===== config.mk =====
export PLATFORM = sky130hd
export DESIGN_NAME = wb_write_arbiter_flat
export DESIGN_NICKNAME = d
export VERILOG_FILES = /design/src/rtl/wb_write_arbiter_if.sv /design/src/rtl/wb_write_arbiter.sv /design/src/flat_wrapper.sv
export SDC_FILE = /design/constraint.sdc
export NUM_CORES = 1
export LEC_CHECK = 0
export ABC_AREA = 0
export CORE_ASPECT_RATIO = 0.8
export CORE_UTILIZATION = 45
export DETAILED_ROUTE_END_ITERATION = 10
export PLACE_DENSITY_LB_ADDON = 0.3
export SLEW_MARGIN = 20
export SYNTH_ARGS = -nofsm -noshare
export SYNTH_HDL_FRONTEND = slang
export SYNTH_SLANG_ARGS = --single-unit

===== constraint.sdc =====
create_clock -name Clk -period 5.12 [get_ports Clk]
set_input_delay 0.512 -clock Clk [delete_from_list [all_inputs] [get_ports Clk]]
set_output_delay 0.512 -clock Clk [all_outputs]
set_load 0.05 [all_outputs]

===== src/rtl/wb_write_arbiter_if.sv =====
// Writeback arbiter bus: pipeline and long-latency streams in,
// registered register-file write port and hazard status out.
interface wb_write_arbiter_if #(
  parameter int DW = 32
);
  logic          MEM_WB_RegWrite;
  logic [4:0]    MEM_WB_WriteRegister;
  logic [DW-1:0] WB_WriteData;
  logic          LL_Valid;
  logic          LL_Ready;
  logic [4:0]    LL_WriteRegister;
  logic [DW-1:0] LL_WriteData;
  logic          RF_RegWrite;
  logic [4:0]    RF_WriteRegister;
  logic [DW-1:0] RF_WriteData;
  logic [31:0]   Pending;
  logic          Queue_Full;

  modport slave (
    input  MEM_WB_RegWrite,
    input  MEM_WB_WriteRegister,
    input  WB_WriteData,
    input  LL_Valid,
    output LL_Ready,
    input  LL_WriteRegister,
    input  LL_WriteData,
    output RF_RegWrite,
    output RF_WriteRegister,
    output RF_WriteData,
    output Pending,
    output Queue_Full
  );

  modport master (
    output MEM_WB_RegWrite,
    output MEM_WB_WriteRegister,
    output WB_WriteData,
    output LL_Valid,
    input  LL_Ready,
    output LL_WriteRegister,
    output LL_WriteData,
    input  RF_RegWrite,
    input  RF_WriteRegister,
    input  RF_WriteData,
    input  Pending,
    input  Queue_Full
  );
endinterface


===== src/rtl/wb_write_arbiter.sv =====
// Register-file write port arbiter: pipeline writes win, long-latency
// results queue in a FIFO and drain into free slots.
module wb_write_arbiter #(
  parameter int DEPTH = 4,
  parameter int AW    = 2,
  parameter int DW    = 32
) (
  input  logic               Clk,
  input  logic               Rst,
  wb_write_arbiter_if.slave  bus
);

  logic [AW-1:0]              wr_ptr_q, wr_ptr_d;
  logic [AW-1:0]              rd_ptr_q, rd_ptr_d;
  logic [AW:0]                cnt_q, cnt_d;
  logic [DEPTH-1:0][4:0]      ent_reg_q, ent_reg_d;
  logic [DEPTH-1:0][DW-1:0]   ent_data_q, ent_data_d;
  logic [DEPTH-1:0]           ent_live_q, ent_live_d;
  logic                       rf_we_q, rf_we_d;
  logic [4:0]                 rf_reg_q, rf_reg_d;
  logic [DW-1:0]              rf_data_q, rf_data_d;

  logic pipe_wr;
  logic full;
  logic push;
  logic pop;
  logic [31:0] pending;

  always_comb begin
    pipe_wr = bus.MEM_WB_RegWrite &&
              (bus.MEM_WB_WriteRegister != 5'd0);
    full    = (cnt_q == (AW+1)'(DEPTH));
    push    = bus.LL_Valid && !full &&
              (bus.LL_WriteRegister != 5'd0);
    pop     = !pipe_wr && (cnt_q != '0);
  end

  always_comb begin
    wr_ptr_d   = wr_ptr_q;
    rd_ptr_d   = rd_ptr_q;
    ent_reg_d  = ent_reg_q;
    ent_data_d = ent_data_q;
    ent_live_d = ent_live_q;
    rf_we_d    = 1'b0;
    rf_reg_d   = rf_reg_q;
    rf_data_d  = rf_data_q;

    // A younger pipeline write supersedes queued results to the same reg
    for (int i = 0; i < DEPTH; i++) begin
      if (pipe_wr &&
          ent_reg_q[i] == bus.MEM_WB_WriteRegister)
        ent_live_d[i] = 1'b0;
    end

    if (pipe_wr) begin
      rf_we_d   = 1'b1;
      rf_reg_d  = bus.MEM_WB_WriteRegister;
      rf_data_d = bus.WB_WriteData;
    end else if (pop) begin
      ent_live_d[rd_ptr_q] = 1'b0;
      rd_ptr_d = rd_ptr_q + AW'(1);
      if (ent_live_q[rd_ptr_q]) begin
        rf_we_d   = 1'b1;
        rf_reg_d  = ent_reg_q[rd_ptr_q];
        rf_data_d = ent_data_q[rd_ptr_q];
      end
    end

    if (push) begin
      ent_reg_d[wr_ptr_q]  = bus.LL_WriteRegister;
      ent_data_d[wr_ptr_q] = bus.LL_WriteData;
      ent_live_d[wr_ptr_q] = !(pipe_wr &&
        bus.LL_WriteRegister == bus.MEM_WB_WriteRegister);
      wr_ptr_d = wr_ptr_q + AW'(1);
    end

    cnt_d = cnt_q + (AW+1)'(push) - (AW+1)'(pop);
  end

  always_comb begin
    pending = '0;
    for (int i = 0; i < DEPTH; i++) begin
      if (ent_live_q[i])
        pending[ent_reg_q[i]] = 1'b1;
    end
    pending[0] = 1'b0;
  end

  always_ff @(posedge Clk or negedge Rst) begin
    if (!Rst) begin
      wr_ptr_q   <= '0;
      rd_ptr_q   <= '0;
      cnt_q      <= '0;
      ent_reg_q  <= '0;
      ent_data_q <= '0;
      ent_live_q <= '0;
      rf_we_q    <= 1'b0;
      rf_reg_q   <= '0;
      rf_data_q  <= '0;
    end else begin
      wr_ptr_q   <= wr_ptr_d;
      rd_ptr_q   <= rd_ptr_d;
      cnt_q      <= cnt_d;
      ent_reg_q  <= ent_reg_d;
      ent_data_q <= ent_data_d;
      ent_live_q <= ent_live_d;
      rf_we_q    <= rf_we_d;
      rf_reg_q   <= rf_reg_d;
      rf_data_q  <= rf_data_d;
    end
  end

  assign bus.LL_Ready         = !full;
  assign bus.Queue_Full       = full;
  assign bus.Pending          = pending;
  assign bus.RF_RegWrite      = rf_we_q;
  assign bus.RF_WriteRegister = rf_reg_q;
  assign bus.RF_WriteData     = rf_data_q;

endmodule


===== src/flat_wrapper.sv =====
// flat-port wrapper written by rule: the top's interface ports become plain ports
module wb_write_arbiter_flat 
#(
  parameter int DEPTH = 4,
  parameter int AW    = 2,
  parameter int DW    = 32
)
  (Clk, Rst, bus_MEM_WB_RegWrite, bus_MEM_WB_WriteRegister, bus_WB_WriteData, bus_LL_Valid, bus_LL_Ready, bus_LL_WriteRegister, bus_LL_WriteData, bus_RF_RegWrite, bus_RF_WriteRegister, bus_RF_WriteData, bus_Pending, bus_Queue_Full);
  wb_write_arbiter_if #(.DW(DW)) bus_i ();
  input  logic Clk;
  input  logic Rst;
  input wire logic [$bits(bus_i.MEM_WB_RegWrite)-1:0] bus_MEM_WB_RegWrite;
  input wire logic [$bits(bus_i.MEM_WB_WriteRegister)-1:0] bus_MEM_WB_WriteRegister;
  input wire logic [$bits(bus_i.WB_WriteData)-1:0] bus_WB_WriteData;
  input wire logic [$bits(bus_i.LL_Valid)-1:0] bus_LL_Valid;
  output wire logic [$bits(bus_i.LL_Ready)-1:0] bus_LL_Ready;
  input wire logic [$bits(bus_i.LL_WriteRegister)-1:0] bus_LL_WriteRegister;
  input wire logic [$bits(bus_i.LL_WriteData)-1:0] bus_LL_WriteData;
  output wire logic [$bits(bus_i.RF_RegWrite)-1:0] bus_RF_RegWrite;
  output wire logic [$bits(bus_i.RF_WriteRegister)-1:0] bus_RF_WriteRegister;
  output wire logic [$bits(bus_i.RF_WriteData)-1:0] bus_RF_WriteData;
  output wire logic [$bits(bus_i.Pending)-1:0] bus_Pending;
  output wire logic [$bits(bus_i.Queue_Full)-1:0] bus_Queue_Full;
  assign bus_i.MEM_WB_RegWrite = bus_MEM_WB_RegWrite;
  assign bus_i.MEM_WB_WriteRegister = bus_MEM_WB_WriteRegister;
  assign bus_i.WB_WriteData = bus_WB_WriteData;
  assign bus_i.LL_Valid = bus_LL_Valid;
  assign bus_LL_Ready = bus_i.LL_Ready;
  assign bus_i.LL_WriteRegister = bus_LL_WriteRegister;
  assign bus_i.LL_WriteData = bus_LL_WriteData;
  assign bus_RF_RegWrite = bus_i.RF_RegWrite;
  assign bus_RF_WriteRegister = bus_i.RF_WriteRegister;
  assign bus_RF_WriteData = bus_i.RF_WriteData;
  assign bus_Pending = bus_i.Pending;
  assign bus_Queue_Full = bus_i.Queue_Full;
  wb_write_arbiter #(.DEPTH(DEPTH), .AW(AW), .DW(DW)) u_core (.Clk(Clk), .Rst(Rst), .bus(bus_i));
endmodule

Word level (Yosys, flattened, before mapping)

Cells that the tools add are included.

Add/sub/neg operators: 4
$lt $le $gt $ge: 12
Equal/unequal tests: 6
Muxes and demuxes: 45
Bitwise gates (word level): 6
Reductions and logical operators: 25

Operator list:

| operator                                                          | number |
|---|---|
| 2-to-1 mux 32 bit                                                 | 9 |
| bitwise mux 128 bit                                               | 1 |
| bitwise OR 32 bit                                                 | 3 |
| binary-select mux 32 bit (select 2 bit)                           | 1 |
| demux 32 bit (select 2 bit)                                       | 1 |
| equality test 5 bit                                               | 5 |
| 2-to-1 mux 5 bit                                                  | 5 |
| < comparator 5 x 6 -> 1 bit, second input constant                | 4 |
| bitwise mux 20 bit                                                | 1 |
| demux 1 bit (select 5 bit)                                        | 4 |
| greater-or-equal comparator 5 x 1 -> 1 bit, second input constant | 4 |
| logical AND 1 bit                                                 | 15 |
| 2-to-1 mux 1 bit                                                  | 14 |
| 2-to-1 mux 4 bit                                                  | 3 |
| binary-select mux 5 bit (select 2 bit)                            | 1 |
| demux 5 bit (select 2 bit)                                        | 1 |
| nonzero test 5 bit                                                | 2 |
| < comparator 2 x 3 -> 1 bit, second input constant                | 2 |
| adder 2 x 1 -> 2 bit, second input constant                       | 2 |
| bitwise AND 4 bit                                                 | 1 |
| bitwise mux 4 bit                                                 | 1 |
| demux 1 bit (select 2 bit)                                        | 2 |
| greater-or-equal comparator 2 x 1 -> 1 bit, second input constant | 2 |
| inverter 4 bit                                                    | 1 |
| 9 further kinds                                                   | 13 |

Bits in registers: 197
Input port bits: 78
Output and inout bits: 72
Logic and storage cells: 113

Logic depth before layout (Yosys ltp)

Gate-level depths: netlist (run 1).

Depth after elaboration: 11
Gate-level depth with buffers: 10
Depth with buffers taken out: 8

Worst setup path before layout (run 1)

OpenSTA, ideal clock, no wires.

Path type: input to register
From: in bus_MEM_WB_WriteRegister[0]
To: reg u_core.cnt_q[2]
Library setup time: 0.123 ns
Arrival time: 2.654 ns
Required time: 4.997 ns
Path slack: 2.344 ns
Stages: 10
Path through: buf_6 or3_4 o31ai_4 buf_6 buf_6 mux2i_1 ha_1 fa_1 xor2_1 xnor2_1

Longest elaborated chain between the ends: 5

RTL lines:

| what                      | line                    | source |
|---|---|---|
| from (decl)               | flat_wrapper.sv:13      | `input wire logic [$bits(bus_i.MEM_WB_WriteRegister)-1:0] bus_MEM_WB_WriteRegister;` |
| nonzero test 5 bit        | wb_write_arbiter.sv:31  | `(bus.MEM_WB_WriteRegister != 5'd0);` |
| logical AND 1 bit         | wb_write_arbiter.sv:30  | `pipe_wr = bus.MEM_WB_RegWrite &&` |
| zero test 1 bit           | wb_write_arbiter.sv:35  | `pop = !pipe_wr && (cnt_q != '0);` |
| logical AND 1 bit         | wb_write_arbiter.sv:35  |  |
| subtractor 3 x 1 -> 3 bit | wb_write_arbiter.sv:77  | `cnt_d = cnt_q + (AW+1)'(push) - (AW+1)'(pop);` |
| via u_core.cnt_d[2]       | wb_write_arbiter.sv:15  | `logic [AW:0] cnt_q, cnt_d;` |
| to (signal assigned)      | wb_write_arbiter.sv:103 | `cnt_q <= cnt_d;` |
| to (decl)                 | wb_write_arbiter.sv:15  |  |

The timed path passes the listed nets, and every way through them passes these cells.
A chain may end at the register's enable or synchronous reset.

Final worst setup path (run 1)

From: reg u_core.ent_reg_q[0] in the netlist's numbering
To: out bus_Pending[24]

Longest elaborated chain between the ends: 11
Elaborated cells on any way between the ends: 12
Classes of those cells: order compare: 2; mux: 6; bitwise: 3; reduce/logical: 1

RTL lines:

| what                                                                                                            | line                    | source |
|---|---|---|
| from (decl)                                                                                                     | wb_write_arbiter.sv:16  | `logic [DEPTH-1:0][4:0] ent_reg_q, ent_reg_d;` |
| from (signal assigned)                                                                                          | wb_write_arbiter.sv:104 | `ent_reg_q <= ent_reg_d;` |
| < comparator 5 x 6 -> 1 bit (not written as such) or greater-or-equal comparator 5 x 1 -> 1 bit (tied branches) | wb_write_arbiter.sv:84  | `pending[ent_reg_q[i]] = 1'b1;` |
| logical AND 1 bit (not written as such)                                                                         | wb_write_arbiter.sv:84  |  |
| 2-to-1 mux 1 bit (not written as such)                                                                          | wb_write_arbiter.sv:84  |  |
| demux 1 bit (select 5 bit) *                                                                                    | n/a                     |  |
| 2-to-1 mux 32 bit *                                                                                             | wb_write_arbiter.sv:83  | `if (ent_live_q[i])` |
| bitwise OR 32 bit (no line)                                                                                     | n/a                     |  |
| 2-to-1 mux 32 bit *                                                                                             | wb_write_arbiter.sv:83  |  |
| bitwise OR 32 bit (no line)                                                                                     | n/a                     |  |
| 2-to-1 mux 32 bit *                                                                                             | wb_write_arbiter.sv:83  |  |
| bitwise OR 32 bit (no line)                                                                                     | n/a                     |  |
| 2-to-1 mux 32 bit *                                                                                             | wb_write_arbiter.sv:83  |  |
| to (decl)                                                                                                       | flat_wrapper.sv:22      | `output wire logic [$bits(bus_i.Pending)-1:0] bus_Pending;` |

Mark *: on every way between the ends. The rest lies on a longest branch, timed or not.

==> out/metrics.cfg, run 1 <==
[run_status]
status = finished clean

[clock_network]
cts_setup_buffers = 0
cts_hold_buf = 0
cts_resized = 0
cts_made_buffers = 17
clockBufferDepth = 2
clock-sinks = 197
root_buffer = clkbuf_16
cts.clk_slew.worst_paths_ps = 70
worstSkewPairLatency_ps = 430
htree_levels = 4
cts_tree = done

[cells_and_area]
fill_cells = 1889
final_nets = 953
drive_above_1_share_pct = 35.6
diodes = 0
multi_input_area_um2 = 5090
area_growth_pct = 22.3
seq_area_um2 = 4930

[placement]
gp_congestion = 0.902
hpwlAfterDp_um = 15900
io_buffers = 148

[global_route]
grt_max_degree = 123
grt_pass1_vias = 7109
antenna_found_initial = 0
grt_pass1_wl_um = 39900
overflow = 0
grt_util_all_layers_pct = 22.1

[synth]
synth_edf_count = 0
synth_fa_ha_area_share_pct = 1.28
synth_top_family_by_area = multiplexers
yosys.area_share.simple_pct = 5.98
synth_top_area_share_pct = 47.7
yosys-top-cells-count = dfrtp_1 (197), mux2_2 (184), mux4_2 (38), mux2_4 (28), clkbuf_1 (27)
synthMuxAreaShare_pct = 33.2
ys_top_cells_by_area = dfrtp_1 (48%), mux2_2 (20%), mux4_2 (8.3%)
synth_seq_cells = 197
synth-xor-area-share_pct = 2.46
synth_top_cell_by_area = dfrtp_1
synth-async-reset-ratio_pct = 100
syn_inst = 746
ys_seq_area_share_pct = 47.7
postSynthAreaPerCell_um2 = 13.9
yosysWarnings = 0
netlist_area_um2 = 10300
synth_cell_type_count = 45
synth_flop_cell = dfrtp_1
syn_nets = 834
synth_compound_area_share_pct = 5.86
yosysMostFrequentCell = dfrtp_1

[power]
vdd_drop_max_mv = 0.358
total_leakage_power_nw = 5.07
finalPower_mw = 8.81
cellPowerDensity_nw_per_um2 = 697

[critical_path]
critPathCaptureType = output pin
crit_type = reg -> out
worstPathRequired_ps = 4610
crit_arrival_ps = 3060
critical_path.max_fanout = 7
cp-start-kind = flip-flop

[timing]
finalSetupViolCount = 0
whs_ps = 213
clock_skew_ps = 14.2
timing.final.hold_violations = 0
max_freq_ghz = 0.280
max-slew-margin-rel_pct = 21.5
tns_ps = 0
tightest_slew_ps = 1170
slew_viol_final = 0
rsz0062_at_grt = no
fin_crit_ps = 3570
period_share_pct = 69.8

[detailed_routing]
viasPerCell = 5.78
avgRoutedWirePerCell_um = 20.8
via_count = 6838
totalWireLength_um = 24600
drc = 0
drt_iter0_markers = 510
dr.pass1.iters = 5
ant_nets = 0

[run]
cap_violations = 0

[floorplan]
dieWidth_um = 171
die_h_um = 138
coreArea_um2 = 22500
ios = 150
rows = 49
start_util_pct = 45.9
die-area_um2 = 23600

[min_path]
holdCritPathClass = in -> async

==> kinds of logic (layout without fill, tap and decap cells) <==
family / count (synthesis) / in the layout
xor gates and xnor gates: 29 / 29
muxes: 258 / 258
other: 1 / 1
buffers and inverters: 68 / 200
adders and majority gates: 10 / 10
AOI/OAI and AO/OA: 77 / 77
DFF: 197 / 197
and+or+nand+nor: 106 / 106
==> power by group <==
group          switching, mW  leakage [nW]  total, mW  internal [mW]
combinational           2.17          2.42       4.38           2.20
clock                  0.599         0.306       1.44          0.838
sequential             0.635          2.34       3.00           2.36
==> sequential cells by signal (all words and copies together) (netlist names) <==
signal	count
u_core.bus.RF_RegWrite	1
u_core.rd_ptr_q	2
u_core.ent_reg_q	20
u_core.bus.RF_WriteData	32
u_core.cnt_q	3
u_core.ent_live_q	4
u_core.ent_data_q	128
u_core.bus.RF_WriteRegister	5
u_core.wr_ptr_q	2
==> metal layers <==
| metal | share of wire, % | global-route usage [%] | up-vias |
|---|---|---|---|
| li1 | - | - | 3029 |
| met1 | 48 | 32.9 | 3564 |
| met2 | 45 | 32.8 | 222 |
| met3 | 6.2 | 4.68 | 23 |
| met4 | 0.84 | 5.41 | 0 |
| met5 | 0 | 0 | - |
==> per-stage QoR <==
| stage | worst slack, ps | instance area, um2 | utilization (%) | cells |
|---|---|---|---|---|
| floorplan | 2340 | 10300 | - | 746 |
| global placement | 1700 | 12000 | 53.4 | 1152 |
| detailed placement | 1650 | 12000 | 53.4 | 1152 |
| CTS | 1630 | 12600 | 56.2 | 1184 |
| global route | 1440 | 12600 | 56.2 | 1184 |
| finish | 1550 | 12600 | 56.2 | 1184 |
==> layout make-up <==
class / instances / area share (%)
inverters: 9 / 0.267
repair buffers: 159 / 12.4
multi-input cells: 481 / 40.3
clock inverters: 14 / 1.56
clock buffers: 18 / 3.47
well taps: 306 / 3.03
flip-flops and latches: 197 / 39.0
==> worst max-delay path, stage by stage, from the launching register on <==
cell and delay [ps]:
dfrtp_1 460, nor3b_1 950, a22oi_1 210, o221ai_1 150
clkdlybuf4s50_1 860
==> final timing paths <==
path	start	endpoint	slack [ps]	depth (start not counted)
max	u_core.ent_reg_q[0]	bus_Pending[24]	1550	4
min	Rst	u_core.bus.RF_WriteData[29]	210	1
max reg2reg	u_core.ent_live_q[2]	u_core.bus.RF_WriteData[25]	2780	4
min reg2reg	u_core.ent_data_q[114]	u_core.ent_data_q[114]	500	1
max in group asynchronous	Rst	u_core.rd_ptr_q[1]	3750	2
min in group Clk	u_core.ent_data_q[114]	u_core.ent_data_q[114]	500	1
==> placed cells by master (no fill, tap or decap), drive strengths merged, types with 2 or more instances in the layout <==
cell | netlist | final
a211oi | 5 | 5
a21oi | 10 | 10
a221o | 12 | 12
a22oi | 13 | 13
and3 | 8 | 8
and3b | 6 | 6
buf | 32 | 11
bufinv | 0 | 4
clkbuf | 27 | 19
clkdlybuf4s50 | 0 | 147
clkinv | 0 | 4
clkinvlp | 0 | 3
dfrtp | 197 | 197
ha | 9 | 9
inv | 9 | 12
mux2 | 213 | 213
mux2i | 7 | 7
mux4 | 38 | 38
nand2 | 25 | 25
nand2b | 4 | 4
nand3 | 9 | 9
nand3b | 10 | 10
nor2 | 17 | 17
nor3 | 2 | 2
nor3b | 8 | 8
nor4 | 6 | 6
o211ai | 6 | 6
o221ai | 13 | 13
o22ai | 12 | 12
o32ai | 4 | 4
or3 | 4 | 4
or3b | 6 | 6
xnor2 | 18 | 18
xor2 | 11 | 11
Note: power is estimated with default switching activity, not from simulation.
==> run 2, diff against run 1 <==
- clock period: 5.12 -> 3.59 ns (I/O delays scaled with it)
==> out/metrics.cfg, run 2 (synthesized netlist as in run 1, its figures left out) <==
[run_status]
status = complete, but fails checks
violations = hold timing

[detailed_routing]
viasPerCell = 5.74  ; -0.58%
dr.pass1.iters = 5  ; unchanged
wl_met2_um = 11000  ; -0.93%
drc = 0  ; unchanged
route.met3.wl_um = 1570  ; +2.3%
topRoutingLayerUsed = met5
drt-met1-wl_um = 11600  ; -1.5%
ant_nets = 0  ; unchanged
totalWireLength_um = 24700  ; +0.12%
drt_iter0_markers = 480  ; -5.9%
avgRoutedWirePerCell_um = 20.7  ; -0.38%
via_count = 6833  ; -0.073%

[floorplan]
die_h_um = 138  ; unchanged
die-area_um2 = 23600  ; unchanged
ios = 150  ; unchanged
start_util_pct = 45.9  ; unchanged
rows = 49  ; unchanged
dieWidth_um = 171  ; unchanged
coreArea_um2 = 22500  ; unchanged

[clock_network]
cts.clk_slew.worst_paths_ps = 80  ; about the same
root_buffer = clkbuf_16
htree_levels = 4  ; unchanged
cts_resized = 0  ; unchanged
worstSkewPairLatency_ps = 430  ; about the same
cts_setup_buffers = 0  ; unchanged
cts_made_buffers = 17  ; unchanged
clockBufferDepth = 2  ; unchanged
cts_hold_buf = 0  ; unchanged
clock-sinks = 197  ; unchanged
cts_tree = done

[cells_and_area]
top_register = u_core.ent_data_q
postLayoutCellArea_um2 = 12700  ; +0.77%
area_growth_pct = 23.3
fill_cells = 1881  ; -0.42%
final_nets = 959  ; +0.63%
final_cell_mix = dfrtp_1 (195), mux2_2 (184), clkdlybuf4s50_1 (147)
largest_reg_flops = 128  ; unchanged
diodes = 0  ; unchanged
layout_commonest_cell = dfrtp_1
drive_above_1_share_pct = 36.1  ; +0.44 points

[critical_path]
critical_path.max_fanout = 8  ; +1
crit_arrival_ps = 2750  ; -310 ps
critPathCaptureType = output pin
crit_type = reg -> out
worstPathRequired_ps = 3230  ; -1380 ps
cp-start-kind = flip-flop

[power]
vdd_drop_max_mv = 0.530  ; +48%
cellPowerDensity_nw_per_um2 = 987  ; +42%
total_leakage_power_nw = 5.10  ; +0.68%

[global_route]
grt_pass1_vias = 7098  ; -0.15%
grt_util_all_layers_pct = 22.1  ; -0.045 points
grt_max_degree = 97  ; -21%
antenna_found_initial = 1  ; +1
grt_pass1_wl_um = 39200  ; -1.7%
overflow = 0  ; unchanged

[timing]
max-slew-margin-rel_pct = 45.5  ; +24 points
slew_viol_final = 0  ; unchanged
finalSetupViolCount = 0  ; unchanged
timing.final.hold_violations = 5  ; +5
fin_crit_ps = 3110
tightest_slew_ps = 814  ; -361 ps
rsz0062_at_grt = no
period_share_pct = 86.7
max_freq_ghz = 0.321
clock_skew_ps = 11.2  ; -3.00 ps
tns_ps = 0  ; unchanged
whs_ps = -1.40  ; -214 ps

[placement]
hpwlAfterDp_um = 16200  ; +1.7%
gp_congestion = 0.920  ; +2.0%
io_buffers = 148  ; unchanged
placed_area_um2 = 12100  ; +0.90%

[min_path]
holdCritPathClass = in -> async

[run]
cap_violations = 0  ; unchanged

-- run 2: cell types whose count changed in the layout (fill, tap and decap cells not counted), sizes merged --
cell	before	now
buf	11	17
bufinv	4	3
clkbuf	19	18
clkinv	4	5
clkinvlp	3	4
-- run 2: routing by layer --
layer / vias to the layer above / track usage [%]
met3: 43 / 4.97
met4: 2 / 7.64
met2: 233 / 32.4
met5: - / 0
met1: 3515 / 32.0
li1: 3040 / -
-- run 2: path summary, 6_finish.rpt --
check / slack [ps] / start / endpoint / cells past startpoint
max reg2reg: 1310 / u_core.cnt_q[0] / u_core.cnt_q[2] / 8
max in group asynchronous: 2750 / Rst / u_core.ent_data_q[23] / 2
max: 480 / u_core.ent_reg_q[0] / bus_Pending[5] / 5
min: -1 / Rst / u_core.ent_data_q[24] / 1
min reg2reg: 500 / u_core.ent_data_q[13] / u_core.ent_data_q[13] / 1
min in group Clk: 500 / u_core.ent_data_q[13] / u_core.ent_data_q[13] / 1
-- run 2: cell type report --
cell class              instances  area, um2  area share, %
inverters                       9       33.8          0.265
multi-input cells             481       5090           40.0
well taps                     306        383           3.00
clock buffers                  17        425           3.34
clock inverters                15        201           1.58
repair buffers                165       1680           13.1
flip-flops and latches        197       4930           38.7
-- run 2: critical path, stage by stage, from the launching register on --
cell,delay (ps)
dfrtp_1,460
nand2_1,70
nor2_1,620
a22oi_1,200
o221ai_1,120
clkdlybuf4s50_1,850
-- run 2: stage by stage --
step / std cells / power (mW) / util (%) / hold slack (ps) / worst slack [ps]
6_report: 1190 / 12.6 / 56.6 / -1.40 / 477
5_1_grt: 1190 / 13.3 / 56.6 / 42.5 / 324
4_1_cts: 1190 / 12.7 / 56.6 / 24.4 / 529
3_5_place_dp: 1158 / 10.6 / 53.9 / 491 / 491
3_3_place_gp: 1158 / 10.5 / 53.9 / 483 / 536
2_1_floorplan: 746 / 8.82 / - / 63.4 / 967
-- run 2: power by group --
group / internal (mW) / switching (mW)
combinational: 3.19 / 3.09
clock: 1.12 / 0.887
sequential: 3.37 / 0.917
==> run 3, diff against run 2 <==
--- a/config.mk
+++ b/config.mk
@@ -7,3 +7,2 @@
 export LEC_CHECK = 0
-export ABC_AREA = 0
 export CORE_ASPECT_RATIO = 0.8
@@ -12,3 +11,3 @@
 export PLACE_DENSITY_LB_ADDON = 0.3
-export SLEW_MARGIN = 20
+export SLEW_MARGIN = 25
 export SYNTH_ARGS = -nofsm -noshare
--- a/constraint.sdc
+++ b/constraint.sdc
@@ -3,2 +3,2 @@
 set_output_delay 0.359 -clock Clk [all_outputs]
-set_load 0.05 [all_outputs]
+set_load 0.01 [all_outputs]
==> results of run 3 <==
The final DEF is identical to that of run 2. Status: complete, but fails checks: hold timing.
Among the figures that moved: setup slack after layout 477 ps -> 744 ps; total power 12.6 mW -> 11.6 mW; worst IR drop on VDD 0.530 mV -> 0.399 mV
